### config.mk
export PLATFORM = sky130hd
export DESIGN_NAME = integ
export DESIGN_NICKNAME = d
export VERILOG_FILES = /design/src/rtl/integ_pkg.sv /design/src/rtl/integ_prefix8.sv /design/src/rtl/integ.sv
export SDC_FILE = /design/constraint.sdc
export NUM_CORES = 2
export LEC_CHECK = 0
export CAP_MARGIN = 20
export CORE_AREA = 2 2 410 311
export CTS_CLUSTER_SIZE = 20
export DETAILED_ROUTE_END_ITERATION = 10
export DIE_AREA = 0 0 412 313
export PLACE_DENSITY = 0.73
export SETUP_SLACK_MARGIN = 0.5
export SKIP_LAST_GASP = 1
export SLEW_MARGIN = 20
export SYNTH_ARGS = -nofsm -noshare
export SYNTH_HDL_FRONTEND = slang
export SYNTH_SLANG_ARGS = --single-unit
### constraint.sdc
create_clock -name clk -period 28.6 [get_ports clk]
set_input_delay 2.86 -clock clk [delete_from_list [all_inputs] [get_ports clk]]
set_output_delay 2.86 -clock clk [all_outputs]
set_load 0.01 [all_outputs]
### src/rtl/integ_pkg.sv
// Shared types and constants for the lane-parallel integrator (inverse differentiator).
`timescale 1ns/1ps
package integ_pkg;

    localparam int SAMPLE_WIDTH = 32;
    localparam int LANE_W       = SAMPLE_WIDTH / 2;
    localparam int NUM          = 8;
    localparam int ACC_WIDTH    = 24;
    localparam int PIPE_LAT     = 5;

    typedef logic signed [LANE_W-1:0]    lane_t;
    typedef logic signed [ACC_WIDTH-1:0] acc_t;

    // Sideband that travels with each beat through every pipeline stage.
    typedef struct packed {
        logic valid;
        logic last;
        logic first;
        logic mode;
    } side_t;

    typedef struct packed {
        lane_t value;
        logic  clip;
    } sat_t;

    localparam acc_t LANE_MAX = acc_t'(32767);
    localparam acc_t LANE_MIN = acc_t'(-32768);

    function automatic sat_t sat16(input acc_t v);
        sat_t r;
        r.value = v[LANE_W-1:0];
        r.clip  = 1'b0;
        if (v > LANE_MAX) begin
            r.value = 16'sh7FFF;
            r.clip  = 1'b1;
        end else if (v < LANE_MIN) begin
            r.value = 16'sh8000;
            r.clip  = 1'b1;
        end
        return r;
    endfunction

endpackage

### src/rtl/integ_prefix8.sv
// Three registered levels of an 8-lane prefix-sum tree; stride 1 (real) or 2 (complex I/Q).
`timescale 1ns/1ps
module integ_prefix8 import integ_pkg::*; (
    input  logic             clk,
    input  logic             rst,
    input  acc_t [NUM-1:0]   i_p,
    input  side_t            i_side,
    output acc_t [NUM-1:0]   o_p,
    output side_t            o_side
);

    acc_t [NUM-1:0] s2_p_d, s2_p_q;
    acc_t [NUM-1:0] s3_p_d, s3_p_q;
    acc_t [NUM-1:0] s4_p_d, s4_p_q;
    side_t          s2_side_d, s2_side_q;
    side_t          s3_side_d, s3_side_q;
    side_t          s4_side_d, s4_side_q;

    always_comb begin
        s2_side_d = i_side;
        s2_p_d    = i_p;
        if (i_side.mode) begin
            for (int k = 1; k < NUM; k++) s2_p_d[k] = i_p[k] + i_p[k-1];
        end else begin
            for (int k = 2; k < NUM; k++) s2_p_d[k] = i_p[k] + i_p[k-2];
        end
    end

    always_comb begin
        s3_side_d = s2_side_q;
        s3_p_d    = s2_p_q;
        if (s2_side_q.mode) begin
            for (int k = 2; k < NUM; k++) s3_p_d[k] = s2_p_q[k] + s2_p_q[k-2];
        end else begin
            for (int k = 4; k < NUM; k++) s3_p_d[k] = s2_p_q[k] + s2_p_q[k-4];
        end
    end

    // Complex lanes are fully summed after two levels, so the third level is real-only.
    always_comb begin
        s4_side_d = s3_side_q;
        s4_p_d    = s3_p_q;
        if (s3_side_q.mode) begin
            for (int k = 4; k < NUM; k++) s4_p_d[k] = s3_p_q[k] + s3_p_q[k-4];
        end
    end

    always_ff @(posedge clk or posedge rst) begin
        if (rst) begin
            s2_side_q <= '0;
            s3_side_q <= '0;
            s4_side_q <= '0;
            s2_p_q    <= '0;
            s3_p_q    <= '0;
            s4_p_q    <= '0;
        end else begin
            s2_side_q <= s2_side_d;
            s3_side_q <= s3_side_d;
            s4_side_q <= s4_side_d;
            if (s2_side_d.valid) s2_p_q <= s2_p_d;
            if (s3_side_d.valid) s3_p_q <= s3_p_d;
            if (s4_side_d.valid) s4_p_q <= s4_p_d;
        end
    end

    assign o_p    = s4_p_q;
    assign o_side = s4_side_q;

endmodule

### src/rtl/integ.sv
// Lane-parallel integrator: rebuilds samples from first differences across lanes and beats.
`timescale 1ns/1ps
module integ import integ_pkg::*; (
    input  logic              clk,
    input  logic              rst,
    input  logic              i_switch,
    input  lane_t [NUM-1:0]   i_x0_data,
    input  logic              i_x0_valid,
    input  logic              i_x0_last,
    output lane_t [NUM-1:0]   o_y0,
    output logic              o_y0_valid,
    output logic              o_y0_last,
    output logic              o_sat
);

    typedef enum logic {
        ST_IDLE = 1'b0,
        ST_RUN  = 1'b1
    } state_t;

    state_t         state_d, state_q;
    logic           mode_d, mode_q;
    logic           beat_first;
    logic           beat_mode;

    side_t          s1_side_d, s1_side_q;
    acc_t [NUM-1:0] s1_p_d, s1_p_q;

    acc_t [NUM-1:0] pf_p;
    side_t          pf_side;

    acc_t           carry_i_d, carry_i_q;
    acc_t           carry_q_d, carry_q_q;
    acc_t           base_i, base_q;
    acc_t [NUM-1:0] y_acc;
    sat_t [NUM-1:0] y_sat;
    logic           clip_any;

    lane_t [NUM-1:0] y_d, y_q;
    logic           y_valid_d, y_valid_q;
    logic           y_last_d, y_last_q;
    logic           sat_d, sat_q;

    // Mode is captured on the first beat of a frame and reused for every later beat.
    always_comb begin
        state_d    = state_q;
        mode_d     = mode_q;
        beat_first = 1'b0;
        beat_mode  = mode_q;
        case (state_q)
            ST_IDLE: begin
                if (i_x0_valid) begin
                    beat_first = 1'b1;
                    beat_mode  = i_switch;
                    mode_d     = i_switch;
                    state_d    = i_x0_last ? ST_IDLE : ST_RUN;
                end
            end
            ST_RUN: begin
                if (i_x0_valid && i_x0_last) state_d = ST_IDLE;
            end
            default: state_d = ST_IDLE;
        endcase
    end

    always_comb begin
        s1_side_d.valid = i_x0_valid;
        s1_side_d.last  = i_x0_valid & i_x0_last;
        s1_side_d.first = beat_first;
        s1_side_d.mode  = beat_mode;
        for (int k = 0; k < NUM; k++) begin
            s1_p_d[k] = {{(ACC_WIDTH-LANE_W){i_x0_data[k][LANE_W-1]}}, i_x0_data[k]};
        end
    end

    integ_prefix8 u_prefix (
        .clk    (clk),
        .rst    (rst),
        .i_p    (s1_p_q),
        .i_side (s1_side_q),
        .o_p    (pf_p),
        .o_side (pf_side)
    );

    // Carries restart when a frame's first beat arrives here, so back-to-back frames never mix.
    always_comb begin
        base_i   = pf_side.first ? '0 : carry_i_q;
        base_q   = pf_side.first ? '0 : carry_q_q;
        y_acc    = '0;
        y_sat    = '0;
        clip_any = 1'b0;
        for (int k = 0; k < NUM; k++) begin
            if (pf_side.mode || ((k % 2) == 0)) y_acc[k] = base_i + pf_p[k];
            else                                y_acc[k] = base_q + pf_p[k];
            y_sat[k] = sat16(y_acc[k]);
            clip_any = clip_any | y_sat[k].clip;
        end

        carry_i_d = carry_i_q;
        carry_q_d = carry_q_q;
        y_d       = y_q;
        y_valid_d = 1'b0;
        y_last_d  = 1'b0;
        sat_d     = sat_q;
        if (pf_side.valid) begin
            if (pf_side.mode) begin
                carry_i_d = base_i + pf_p[NUM-1];
                carry_q_d = base_q;
            end else begin
                carry_i_d = base_i + pf_p[NUM-2];
                carry_q_d = base_q + pf_p[NUM-1];
            end
            for (int k = 0; k < NUM; k++) y_d[k] = y_sat[k].value;
            y_valid_d = 1'b1;
            y_last_d  = pf_side.last;
            sat_d     = pf_side.first ? clip_any : (sat_q | clip_any);
        end
    end

    always_ff @(posedge clk or posedge rst) begin
        if (rst) begin
            state_q   <= ST_IDLE;
            mode_q    <= 1'b0;
            s1_side_q <= '0;
            s1_p_q    <= '0;
            carry_i_q <= '0;
            carry_q_q <= '0;
            y_q       <= '0;
            y_valid_q <= 1'b0;
            y_last_q  <= 1'b0;
            sat_q     <= 1'b0;
        end else begin
            state_q   <= state_d;
            mode_q    <= mode_d;
            s1_side_q <= s1_side_d;
            if (s1_side_d.valid) s1_p_q <= s1_p_d;
            carry_i_q <= carry_i_d;
            carry_q_q <= carry_q_d;
            y_q       <= y_d;
            y_valid_q <= y_valid_d;
            y_last_q  <= y_last_d;
            sat_q     <= sat_d;
        end
    end

    assign o_y0       = y_q;
    assign o_y0_valid = y_valid_q;
    assign o_y0_last  = y_last_q;
    assign o_sat      = sat_q;

endmodule
==> flow_summary.ini <==
[timing]
rsz0062_at_grt = no
maxSlewViolCount = 0
final_total_negative_setup_slack_ps = 0
final_setup_skew_ps = 39.6
fmax_ghz = 0.158
timing.final.hold_violations = 0
finalCritPeriodShare_pct = 22.1
setup_viol = 0
slew_headroom_pct = 22.6
period_minus_slack_ps = 6320
worst_slew_pin_slew_ps = 1150

[worst_setup_path]
worst-endpoint-arrival_ps = 6830
worst-path-buf-inv = 3
endpoint_kind = flip-flop
timing.critical_path.from_type = flip-flop
timing.setup.critical_path_class = reg2reg
path_cells = buf_4 -> inv_1 -> buf_4 -> mux2_2 -> ha_1 -> nor2b_1 -> o21ai_1 -> a21boi_1 -> o22a_1 -> a221o_1 -> a2111o_1 -> a31o_1 -> a21oi_1 -> xor2_1 -> a41oi_1 -> nor4_1 -> nand3b_1 -> nor4b_2 -> a41oi_1
cp_required_ps = 29100
cp_slowest_cell = sky130_fd_sc_hd__nor4_1
highest_net_fanout_along_the_worst_path = 68
cpLargestDelayFamily = compound AO/OA/AOI/OAI gates
delay_of_the_slowest_cell_on_the_worst_path_ps = 600

[drt]
wl_um = 171000
drt-pass1-iter-count = 6
ant_nets = 0
detail_route.wl_per_cell_um = 21.9
detail_route.drc_violations = 0
vias_post_dr = 45400
detail_route.iter0.violations = 4100
post_detailed_route_via_to_cell_ratio = 5.81

[cts]
clk-insertion-delay-late_ps = 710
number_of_gates_given_a_new_drive_strength_after_cts = 0
cts_max_path_buffers = 3
cts_root_buffer = sky130_fd_sc_hd__clkbuf_16
post-cts-setup-buffer-count = 0
clk_transition_reported_paths_ps = 60
numCtsBuffers = 86
h-tree-depth = 3
tritoncts_num_sinks = 813
postCtsHoldBufs = 0
tritoncts = yes

[power_and_ir_drop]
peakVddDrop_mv = 0.0919
cellPowerDensity_mw_per_mm2 = 141
static-leakage-power_nw = 28.1

[synth]
average_size_of_a_mapped_cell_um2 = 9.45
count_of_flip_flops_with_a_built_in_enable_after_synthesis = 0
synth_async_sr_flop_share_pct = 100
ys_types = 92
synth_area_leaders = sky130_fd_sc_hd__dfrtp_1 36%, sky130_fd_sc_hd__ha_1 11%, sky130_fd_sc_hd__mux2_2 10%
ffs_latches_synth = 813
synthesis.nets = 6568
netlist.area_leader.share_pct = 36.4
synthesis.instances = 5909
sequential_to_total_area_share_from_yosys_stat_pct = 36.4
yosysWarnings = 0
synthDominantAreaCellType = sky130_fd_sc_hd__dfrtp_1
netlist_area_mm2 = 0.0558
postSynth.topFlopCell = sky130_fd_sc_hd__dfrtp_1

[cells_and_area]
final_cell_mix = 804 x sky130_fd_sc_hd__dfrtp_1, 628 x sky130_fd_sc_hd__a21oi_1, 513 x sky130_fd_sc_hd__mux2_2
layout.filler_cells = 11400
seq_area_mm2 = 0.0204
area_growth_pct = 13.0
multiInputGateArea_mm2 = 0.0333
layoutNonFillerInstCount = 7817
final_common_cell = sky130_fd_sc_hd__dfrtp_1
finish.instance_area_mm2 = 0.0631
post_route_cells_drive_above_1_share_pct = 12.2
design.final.nets = 6744

[worst_hold_path]
min_path_type = reg2reg

[placement]
dpl-instance-area_mm2 = 0.0601
place.port_buffers = 263
dp_cell_count = 7664
place_congestion = 0.968
hpwl_um = 131000

[global_route]
grt_first_pass_wirelength_um = 264000
grt_antenna_before_repair = 5
globalRoute.totalOverflow = 0
grt_pass1_vias = 44200
global_route.usage.total_pct = 26.3
grt_max_degree = 160

[die]
initial_core_util_pct = 44.6
top_level_ports = 264
floorplan.rows = 113
core_region_area_mm2 = 0.125
dieHeight_um = 313
width_of_the_chip_um = 412
full_die_area_mm2 = 0.129

[job]
number_of_violations_of_the_max_capacitance_limit = 0

[run_status]
run_status = finished, final reports clean
synth_stat cells, types with 91 or more instances:
| master | number |
|---|---|
| sky130_fd_sc_hd__o21ai_0 | 331 |
| sky130_fd_sc_hd__ha_1 | 500 |
| sky130_fd_sc_hd__mux2_2 | 513 |
| sky130_fd_sc_hd__nor2_1 | 467 |
| sky130_fd_sc_hd__xor2_1 | 95 |
| sky130_fd_sc_hd__inv_1 | 353 |
| sky130_fd_sc_hd__a21oi_1 | 629 |
| sky130_fd_sc_hd__nand3_1 | 91 |
| sky130_fd_sc_hd__xnor2_1 | 276 |
| sky130_fd_sc_hd__clkbuf_1 | 178 |
| sky130_fd_sc_hd__nand2_1 | 344 |
| sky130_fd_sc_hd__dfrtp_1 | 813 |
| sky130_fd_sc_hd__a21o_1 | 143 |
| sky130_fd_sc_hd__nor2b_1 | 108 |
| sky130_fd_sc_hd__nor3_1 | 105 |
worst paths after layout:
kind	startpoint	endpoint	slack, ps	cells past startpoint
max in group asynchronous	rst	u_prefix.o_side[3]$_DFF_PP0_	23530	4
min in group asynchronous	rst	u_prefix.s3_p_q[111]$_DFFE_PP0P_	2780	2
worst min-delay path	u_prefix.s2_side_q[2]$_DFF_PP0_	u_prefix.s3_side_q[2]$_DFF_PP0_	350	0
worst max-delay path	u_prefix.o_side[0]$_DFF_PP0_	o_sat$_DFFE_PP0P_	22280	19
worst max register to register	u_prefix.o_side[0]$_DFF_PP0_	o_sat$_DFFE_PP0P_	22280	19
worst min register to register	u_prefix.s2_side_q[2]$_DFF_PP0_	u_prefix.s3_side_q[2]$_DFF_PP0_	350	0
metrics by stage:
| step | hold WS, ps | utilization [%] | power [mW] | worst slack, ps |
|---|---|---|---|---|
| floorplan | 331 | - | 5.89 | 2910 |
| global placement | 337 | 48.0 | 7.49 | 22440 |
| detailed placement | 340 | 48.0 | 7.58 | 22370 |
| CTS | 354 | 50.3 | 8.83 | 22310 |
| global route | 355 | 50.3 | 9.54 | 21910 |
| finish | 350 | 50.4 | 8.88 | 22280 |
final cells by class:
cell class | count | area share, %
inverter | 355 | 2.12
multi-input combinational | 4515 | 52.8
antenna | 1 | 0.00397
tap | 1667 | 3.31
sequential | 813 | 32.3
timing repair buffer | 314 | 4.80
clock inverter | 40 | 0.861
clock buffer | 112 | 3.79
routing by layer:
metal,GRT usage [%],wire length [µm]
met1,36.2,75800
met2,42.9,80000
met3,3.84,10000
met4,7.84,5340
met5,0,0
registers in the layout (all words and copies together), names as in the netlist, named ones only:
signal,count
u_prefix.o_p,177
u_prefix.o_side,4
u_prefix.s2_side_q,4
o_sat,1
o_y0,128
s1_p_q,128
u_prefix.s3_side_q,4
carry_i_q,24
carry_q_q,24
o_y0_valid,1
s1_side_q,4
u_prefix.s2_p_q,135
o_y0_last,1
u_prefix.s3_p_q,177
power by group:
| group | switching, mW | total, mW | internal (mW) |
|---|---|---|---|
| sequential | 0.521 | 2.11 | 1.59 |
| clock | 0.507 | 1.19 | 0.684 |
| combinational | 3.20 | 5.57 | 2.37 |
| total | 4.23 | 8.88 | 4.65 |
cell families after synthesis:
logic type	after synthesis	share of synthesized area, %
AO/OA/AOI/OAI	1650	18.3
XOR/XNOR	371	5.82
adder cells (fa/ha/maj)	532	12.2
buffers and inverters	581	3.94
flip-flops	813	36.4
multiplexers	598	11.9
AND/OR/NAND/NOR	1364	11.4
worst reg2reg max path: stages (launching register included):
cell and delay, ps:
sky130_fd_sc_hd__dfrtp_2 380, sky130_fd_sc_hd__buf_4 350, sky130_fd_sc_hd__inv_1 220, sky130_fd_sc_hd__buf_4 490, sky130_fd_sc_hd__mux2_2 490, sky130_fd_sc_hd__ha_1 340, sky130_fd_sc_hd__nor2b_1 150, sky130_fd_sc_hd__o21ai_1 220
sky130_fd_sc_hd__a21boi_1 160, sky130_fd_sc_hd__o22a_1 250, sky130_fd_sc_hd__a221o_1 420, sky130_fd_sc_hd__a2111o_1 470, sky130_fd_sc_hd__a31o_1 230, sky130_fd_sc_hd__a21oi_1 170, sky130_fd_sc_hd__xor2_1 290, sky130_fd_sc_hd__a41oi_1 230
sky130_fd_sc_hd__nor4_1 600, sky130_fd_sc_hd__nand3b_1 240, sky130_fd_sc_hd__nor4b_2 290, sky130_fd_sc_hd__a41oi_1 160
Power figures use the tool's default switching activity.
